<file path="config.mk">
export PLATFORM = sky130hd
export DESIGN_NAME = echo_timer
export DESIGN_NICKNAME = d
export VERILOG_FILES = /design/src/rtl/echo_timer.sv
export SDC_FILE = /design/constraint.sdc
export NUM_CORES = 1
export LEC_CHECK = 0
export BUFFER_PORTS_ARGS = -buffer_cell sky130_fd_sc_hd__buf_2
export CAP_MARGIN = 20
export CORE_UTILIZATION = 31
export DETAILED_ROUTE_END_ITERATION = 12
export PLACE_DENSITY = 0.49
export SLEW_MARGIN = 15
export SYNTH_ARGS = -nofsm -noshare
export SYNTH_HDL_FRONTEND = slang
export SYNTH_SLANG_ARGS = --single-unit
</file>
<file path="constraint.sdc">
create_clock -name clk -period 2.8 [get_ports clk]
set_input_delay 0.28 -clock clk [delete_from_list [all_inputs] [get_ports clk]]
set_output_delay 0.28 -clock clk [all_outputs]
set_load 0.05 [all_outputs]
</file>
<file path="src/rtl/echo_timer.sv">
// echo_timer: synchronous echo-pulse width timer with prescaler,
// saturation/overflow reporting and a valid/ack result handshake.
module echo_timer #(
    parameter int WIDTH    = 9,
    parameter int PRESCALE = 58
) (
    input  logic             clk,
    input  logic             clear,
    input  logic             start,
    input  logic             echo,
    input  logic             ack,
    output logic             busy,
    output logic [WIDTH-1:0] count,
    output logic [WIDTH-1:0] result,
    output logic             valid,
    output logic             overflow
);

    localparam int PW = (PRESCALE > 1) ? $clog2(PRESCALE) : 1;
    localparam logic [PW-1:0] PMAX = PW'(PRESCALE - 1);
    localparam logic [WIDTH-1:0] CMAX = {WIDTH{1'b1}};

    typedef enum logic [1:0] {
        IDLE  = 2'd0,
        ARMED = 2'd1,
        COUNT = 2'd2,
        DONE  = 2'd3
    } state_t;

    state_t state, state_nx;

    logic [PW-1:0] pre;
    logic          sync1, echo_s, echo_d;
    logic          rise, fall;
    logic          run;

    assign rise = echo_s & ~echo_d;
    assign fall = ~echo_s & echo_d;
    assign busy = (state == ARMED) || (state == COUNT);

    // The edge that enters COUNT also counts, so a pulse of N cycles
    // sees exactly N prescaler steps before the fall is captured.
    assign run = ((state == COUNT) && !fall) || ((state == ARMED) && rise);

    // Two-flop synchroniser plus one delay flop for edge detection.
    always_ff @(posedge clk or negedge clear) begin
        if (!clear) begin
            sync1  <= 1'b0;
            echo_s <= 1'b0;
            echo_d <= 1'b0;
        end else begin
            sync1  <= echo;
            echo_s <= sync1;
            echo_d <= echo_s;
        end
    end

    // State register.
    always_ff @(posedge clk or negedge clear) begin
        if (!clear) begin
            state <= IDLE;
        end else begin
            state <= state_nx;
        end
    end

    // Next-state logic.
    always_comb begin
        state_nx = state;
        unique case (state)
            IDLE:  if (start) state_nx = ARMED;
            ARMED: if (rise)  state_nx = COUNT;
            COUNT: if (fall)  state_nx = DONE;
            DONE:  if (ack)   state_nx = IDLE;
            default: state_nx = IDLE;
        endcase
    end

    // Prescaler, saturating counter, result capture and handshake.
    always_ff @(posedge clk or negedge clear) begin
        if (!clear) begin
            pre      <= '0;
            count    <= '0;
            result   <= '0;
            valid    <= 1'b0;
            overflow <= 1'b0;
        end else begin
            if ((state == IDLE) && start) begin
                pre      <= '0;
                count    <= '0;
                overflow <= 1'b0;
            end
            if (run) begin
                if (pre == PMAX) begin
                    pre <= '0;
                    if (count == CMAX) begin
                        overflow <= 1'b1;
                    end else begin
                        count <= count + WIDTH'(1);
                    end
                end else begin
                    pre <= pre + PW'(1);
                end
            end
            if ((state == COUNT) && fall) begin
                result <= count;
                valid  <= 1'b1;
            end
            if ((state == DONE) && ack) begin
                valid <= 1'b0;
            end
        end
    end

endmodule

</file>
==> results of run 1 <==
==> cell usage after synthesis (all sizes together) <==
master,instances
and3,2
a41oi,2
a221o,6
or3,1
or2,2
buf,2
nor4,2
a22oi,1
o32ai,1
nor2,3
nand3b,2
mux2,11
and2,2
a22o,1
inv,7
o21ai,6
clkbuf,3
nand2,9
or3b,1
o22ai,1
a31oi,3
nand2b,3
nor2b,1
ha,9
nand3,12
dfrtp,31
a21o,1
nand4,3
a21oi,3
o32a,1
nor4b,1
o2bb2ai,1
nor3,7
==> per-layer routing <==
metal / part of all wire, % / vias to the layer above / wire, um
li1: - / 582 / -
met1: 45 / 583 / 1480
met2: 50 / 22 / 1640
met3: 3.7 / 6 / 122
met4: 1.6 / 0 / 51
met5: 0 / - / 0
==> layout make-up <==
| class | instances | area [um^2] | area share [%] |
|---|---|---|---|
| Multi-Input combinational cell | 98 | 761 | 40.9 |
| Clock inverter | 1 | 5.00 | 0.269 |
| Clock buffer | 6 | 82.6 | 4.44 |
| Timing Repair Buffer | 25 | 125 | 6.73 |
| Sequential cell | 31 | 776 | 41.7 |
| Inverter | 7 | 26.3 | 1.41 |
| Tap cell | 67 | 83.8 | 4.51 |
==> worst min-delay path by stage <==
stage	slack (ps)	cells past startpoint	startpoint	end
3_5_place_dp	340	0	sync1	echo_s
3_3_place_gp	340	0	sync1	echo_s
6_report	50	1	clear	result[2]
4_1_cts	70	1	clear	count[3]
2_1_floorplan	-20	0	clear	count[0]
5_1_grt	90	1	echo	sync1
==> layout by cell type, fill, tap and decap left out, types with 2 or more instances in the layout <==
| cell type | instances |
|---|---|
| sky130_fd_sc_hd__dfrtp_1 | 31 |
| sky130_fd_sc_hd__inv_1 | 7 |
| sky130_fd_sc_hd__a31oi_1 | 3 |
| sky130_fd_sc_hd__nand4_1 | 2 |
| sky130_fd_sc_hd__nand3b_1 | 2 |
| sky130_fd_sc_hd__nand3_1 | 11 |
| sky130_fd_sc_hd__nand2b_1 | 3 |
| sky130_fd_sc_hd__nand2_1 | 9 |
| sky130_fd_sc_hd__nor2_1 | 2 |
| sky130_fd_sc_hd__o21ai_0 | 6 |
| sky130_fd_sc_hd__a41oi_1 | 2 |
| sky130_fd_sc_hd__and3_1 | 2 |
| sky130_fd_sc_hd__buf_2 | 25 |
| sky130_fd_sc_hd__and2_1 | 2 |
| sky130_fd_sc_hd__clkbuf_8 | 6 |
| sky130_fd_sc_hd__a21oi_1 | 3 |
| sky130_fd_sc_hd__nor3_1 | 6 |
| sky130_fd_sc_hd__ha_1 | 9 |
| sky130_fd_sc_hd__mux2_2 | 11 |
| sky130_fd_sc_hd__a221o_1 | 5 |
==> where the power goes <==
group / switching [mW] / internal (mW) / total (mW) / leakage (nW)
Combinational: 0.353 / 0.169 / 0.523 / 0.446
Clock: 0.156 / 0.192 / 0.348 / 0.0470
Sequential: 0.0729 / 0.514 / 0.587 / 0.416
Total: 0.582 / 0.876 / 1.46 / 0.909
==> worst max-delay path, stage by stage, from the launching register on <==
cell and delay, ps:
sky130_fd_sc_hd__dfrtp_1 430, sky130_fd_sc_hd__ha_1 220, sky130_fd_sc_hd__nand3_1 170, sky130_fd_sc_hd__nor3_1 240, sky130_fd_sc_hd__ha_1 230, sky130_fd_sc_hd__or3_1 370
sky130_fd_sc_hd__nor2_4 110, sky130_fd_sc_hd__a221o_2 370
==> cells by family after synthesis <==
kind of cell             synth area share, %
adder cells (fa/ha/maj)                 7.08
multiplexers                            7.79
AO/OA/AOI/OAI                           12.6
buffers and inverters                   3.38
flip-flops                              48.8
AND/OR/NAND/NOR                         20.4
==> sequential cells by signal (all words and copies together) (netlist names) <==
register / count
count: 9
result: 9
pre: 6
state: 2
echo_d: 1
echo_s: 1
overflow: 1
sync1: 1
valid: 1
==> flow_results.org, run 1 <==
** Setup path
- WS Path Type :: reg2reg
- Startpoint of the worst setup timing path :: count[0]
- STA puts the critical path data required time at 2960 ps.
- STA puts the critical path data arrival time at 2430 ps.
- The endpoint identified for the worst register-to-register timing path is count[2].
- For the worst flop-to-flop path, the logic depth is 7.
- In this run the critical register-to-register path is launched from count[0].
- Worst-path maximum fanout :: 9
- STA classifies the critical path endpoint as a flop.
- The setup check on the worst reg-to-reg path leaves a slack of 540 ps.
- Critical path startpoint category :: flop
- In this run the worst setup path terminates at count[2].

** Synth
- Ranking of synthesized cells by area :: sky130_fd_sc_hd__dfrtp_1 49%, sky130_fd_sc_hd__mux2_2 7.8%, sky130_fd_sc_hd__ha_1 7.1%
- Sequential element share of the synthesized area :: 48.8%
- sky130_fd_sc_hd__dfrtp_1 takes more of the synthesized area than any other cell.
- Avg Inst Size Synth :: 11.3 um^2
- Unique masters post-synth :: 41
- Cell area after synthesis :: 1590 um^2
- Synthesized net count :: 155
- Instance count of the mapped netlist :: 141
- During synthesis, Yosys emitted a total of 0 warnings.
- Area fraction of the dominant cell type after synthesis :: 48.8%
- Number of storage elements in the synthesis netlist :: 31

** Clocking
- Post-CTS Resized :: 0
- TritonCTS built the clock tree.
- Number of setup buffers added after CTS :: 0
- Number of buffers between clock root and the deepest sink :: 2
- Number of buffers inserted during clock tree synthesis :: 5
- Clock transition at the register clock pins on the worst setup and hold paths after CTS :: 60 ps
- CTS hold repair buffers :: 0
- The clock reaches the later pin of the worst-skew pair after 280 ps.
- Number of clock sinks :: 31
- The tree is rooted in a sky130_fd_sc_hd__clkbuf_8.
- Number of levels in the clock H-tree :: 2

** Detailed routing
- The first detailed-routing pass ran for 4 iterations.
- After detailed routing, the number of vias per cell comes to 5.08.
- Dividing the detail-routed wire length by the instance count gives 14.0 um.
- Residual DRC count :: 0
- Final ANT Viol Nets :: 0
- First DRT Iteration DRCs :: 73
- Overall via count from detail_route :: 1193
- Total Routed Length :: 3.29 mm

** Timing
- Highest Clock Rate :: 442 MHz
- The count of endpoints failing hold in the final timing report was 0.
- Share of the cycle needed by the critical path after routing :: 80.9%
- Slew margin rel. :: 52.9%
- Worst Hold Slack :: 49.4 ps
- After layout, the minimum clock period comes to 2260 ps.
- Worst Skew :: 4.09 ps
- Total Neg Setup Slack :: 0 ps
- Worst Slack Setup Final :: 536 ps
- The max-slew violation count is 0.
- Final count of negative-setup-slack endpoints :: 0
- At the pin with the least slew margin, the transition time is 707 ps.
- Unrepaired setup endpoints after global routing :: false

** Global routing
- For this run the aggregate overflow at the end of global routing stands at 0.
- The first global-routing pass estimated 5.66 mm of wire.
- The number of antenna violations at the first check in global routing was 0.
- Met3 capacity usage during global routing :: 4.53%
- Global routing consumed, on the met2 layer, 23.8% of the routing resources.
- Global routing consumed, over all layers together, 14.1% of the routing resources.
- Via count of the first global-routing pass :: 1187
- Entering global routing, the biggest net connects 32 pins.
- For this run, global-route usage on met1 was measured as 16.5%.
- met2 is the most crowded layer.

** Die
- In this run the horizontal extent of the chip is 73.6 um.
- The die covers 5420 um^2.
- Once the floorplan was initialized, standard cells occupied 33.0% of the core.
- Row generation in the floorplan step produced 25 rows.
- Core ar. :: 4820 um^2
- The die is 73.6 um tall.
- I/O pin cnt :: 26

** Placed design
- Area of placed instances :: 1770 um^2
- Before CTS, the worst setup slack after placement is 538 ps.
- Half-perimeter wire length after detailed placement :: 2.39 mm
- Final GP Congestion :: 0.795
- Post-placement cell count :: 228
- Port Buffer Count :: 25

** Finish
- Compared with the post-synthesis result, the final layout area differs by 16.9%.
- The post-route netlist has 31.5% of its cells at a drive strength greater than 1.
- Final-layout fill cell count :: 490
- Final net count :: 182
- For this run, the number of standard cells in the final layout without fillers is 235.
- Once layout is complete, the utilization of the core stands at 38.6%.
- Post-route standard cell area excluding fillers :: 1860 um^2
- Antenna diodes :: 0

** Power and ir drop
- Post-route total power :: 1.46 mW
- Dividing total power by cell area gives a power density of 784 nW/um^2.
- Leak Pwr :: 0.909 nW
- IR analysis of the VDD net gives a maximum drop of 0.364 mV.

** Hold path
- Class of the worst hold path :: in2async

** Status
- The run finished with clean final reports.

** Run
- Max-cap violations :: 0
Power figures use the tool's default switching activity.
==> inputs of run 2 (changes only) <==
Settings changed: PLACE_DENSITY 0.49 to 0.51.
Clock period 2.8 ns to 1.81 ns, I/O delays scaled along.
==> run 2 against run 1 <==
Fmax is 26% higher. Sequential share of layout area is 6.1 points lower. Die area did not move. Core utilization increased by 7.2 points. First-iteration DRC count is 15% lower. Critical path depth is 2 lower. Worst hold slack gained 60 ps. Flip-flop and latch count did not move. Routed wire length up 12%. Worst setup slack lost 520 ps. Critical path type unchanged. Critical endpoint is now state[1]. Largest cell class is now multi-input gates. Highest routed layer unchanged.
==> flow_results.org, run 2 (synthesis gave the netlist of run 1 again) <==
** Timing
- The max-slew violation count came to 0.
- Highest Clock Rate :: 558 MHz
- Slew margin rel. :: 52.1%
- Worst Skew :: 5.22 ps
- Worst Slack Setup Final :: 18.9 ps
- Fin crit period :: 1790 ps
- Setup repair after global routing could not meet its margin everywhere.
- Final count of negative-setup-slack endpoints :: 0
- The count of endpoints failing hold in the final timing report came to 0.
- Slew of the pin with the lowest slew margin :: 718 ps
- Of the available clock period, the critical path in the final layout requires 99.0%.

** Setup path
- On the worst path, the slowest cell contributes a delay of 480 ps.
- Top delay family on crit path :: simple AND/OR/NAND/NOR gates
- CP Buf/Inv Count :: 1
- The slowest stage of the critical path belongs to the cell sky130_fd_sc_hd__or3b_2.
- The worst register-to-register path has a depth of 5.
- Critical path capture point type :: flop
- STA puts the critical path data arrival time at 1960 ps.
- WS Path Type :: reg2reg
- Cells along the critical path :: inv_1 > ha_1 > or3b_2 > a21oi_2 > mux2_2
- Cell count along the critical path :: 5
- STA classifies the critical path startpoint as a flop.
- Worst path required time :: 1980 ps
- Along the worst path, the maximum fanout reaches 3.

** Power and ir drop
- VDD sags by at most 0.914 mV.
- Power spread over the standard cell area amounts to 1140 nW/um^2.
- Leak Pwr :: 1.05 nW

** Detailed routing
- Detailed-routing wirelength on met1 :: 1.66 mm
- Via/cell ratio :: 4.92
- Total Routed Length :: 3.67 mm
- Residual DRC count :: 0
- Final ANT Viol Nets :: 0
- After detailed routing, the met3 layer carries 142 um of wire.
- DR WL/cell :: 13.8 um
- The first detailed-routing pass ran for 4 iterations.
- The routed layout has 1309 vias.
- After detailed routing, no signal wire sits above met4.
- The detailed router finished its first iteration with 62 violations.
- Met2 Wirelength :: 1.80 mm

** Status
- Status :: completed

** Finish
- Relative to the synthesized area, the layout overhead comes to 38.9%.
- Final net count :: 212
- Fraction of final layout cells sized beyond drive strength 1 :: 48.7%
- Antenna diodes :: 0
- Counting the fill cells in the layout gives 477.
- Measured on the finished design, the core utilization comes to 45.8%.
- Most frequent cells in the layout :: 25 x sky130_fd_sc_hd__buf_2, 25 x sky130_fd_sc_hd__buf_4, 23 x sky130_fd_sc_hd__dfrtp_1, 11 x sky130_fd_sc_hd__mux2_2, 10 x sky130_fd_sc_hd__nand3_1
- Largest registers :: count: 9 flops, result: 9 flops, pre: 6 flops
- Post-route non-filler standard cell count :: 266

** Hold path
- Count of cells along the worst hold path :: 2
- The min-delay analysis places its worst path in the category in2reg.

** Die
- During I/O placement, the number of pins put on the boundary was 26.
- Vertical extent of the die :: 73.6 um
- Core ar. :: 4820 um^2
- Width of the die :: 73.6 um
- Die area :: 5420 um^2
- Row generation in the floorplan step produced 25 rows.
- Once the floorplan was initialized, standard cells occupied 33.0% of the core.

** Clocking
- Number of buffers inserted during clock tree synthesis :: 5
- Number of buffers between clock root and the deepest sink :: 2
- TritonCTS built the clock tree.
- Clock tree synthesis found a total of 31 sinks.
- Clock transition at the register clock pins on the worst setup and hold paths after CTS :: 60 ps
- At the later pin of the worst-skew pair, clock insertion delay measures 280 ps.
- Number of levels in the clock H-tree :: 2
- Clock root buffer :: sky130_fd_sc_hd__clkbuf_8

** Global routing
- Remaining global-route overflow :: 0
- For this run, the total global-route usage over all layers was measured as 15.4%.
- Via count of the first global-routing pass :: 1318
- Global-route wire length before repair :: 6.07 mm
- Largest net degree at the start of global routing :: 32
- Initial antenna violation count :: 0

** Run
- Max-cap violations :: 0

** Placed design
- Half-perimeter wire length after detailed placement :: 2.57 mm
- Routability-driven placement finished with a final weighted congestion of 0.803.
- Buffers placed on the I/O ports in this run total 25.
- Minimum setup slack after placement :: -47.0 ps
- Post-placement cell count :: 253
==> run 2: timing repair <==
action,4_1_cts,5_1_grt
setup endpoints to repair,9,11
hold endpoints to repair,32,0
resized for setup,6,6
pin swaps,1,3
setup buffers,0,2
hold buffers,2,0
gates cloned,1,0
==> run 2: path summary, 6_finish.rpt <==
| check | slack (ps) | end | from |
|---|---|---|---|
| worst min register to register | 350 | echo_s | sync1 |
| worst min-delay path | 110 | valid | ack |
| min in group asynchronous | 490 | count[5] | clear |
| worst max-delay path | 20 | state[1] | state[1] |
| worst max register to register | 20 | state[1] | state[1] |
| max in group asynchronous | 820 | count[6] | clear |
==> run 2: per-stage QoR <==
| stage | total power, mW | setup TNS [ps] | hold slack [ps] | instance area [um^2] |
|---|---|---|---|---|
| after global placement | 1.88 | -4.19 | 271 | 2020 |
| after floorplan | 1.56 | -820 | -115 | 1640 |
| after detailed placement | 1.93 | -261 | 281 | 2020 |
| after CTS | 2.49 | -6.49 | 105 | 2160 |
| final | 2.51 | 0 | 109 | 2210 |
| after global routing | 2.69 | -402 | 106 | 2210 |
==> run 2: power by group <==
| part | internal, mW | leakage, nW | total, mW | switching [mW] |
|---|---|---|---|---|
| clock network | 0.269 | 0.0422 | 0.516 | 0.247 |
| registers | 0.796 | 0.403 | 0.880 | 0.0839 |
| logic | 0.446 | 0.610 | 1.12 | 0.670 |
| total | 1.51 | 1.05 | 2.51 | 1.00 |
==> run 2: final cells by class <==
type                    instances  area (um^2)  area share, %
flip-flops and latches         31          786           35.6
clock buffers                   7         76.3           3.46
well taps                      67         83.8           3.80
repair buffers                 54          368           16.7
clock inverters                 1         5.00          0.227
multi-input cells              99          863           39.1
inverters                       7         26.3           1.19
==> run 2: layer usage <==
layer	vias up	GRT usage, %
met5	-	0
met3	8	3.84
met4	0	7.05
met1	634	18.5
met2	29	25.7
li1	638	-
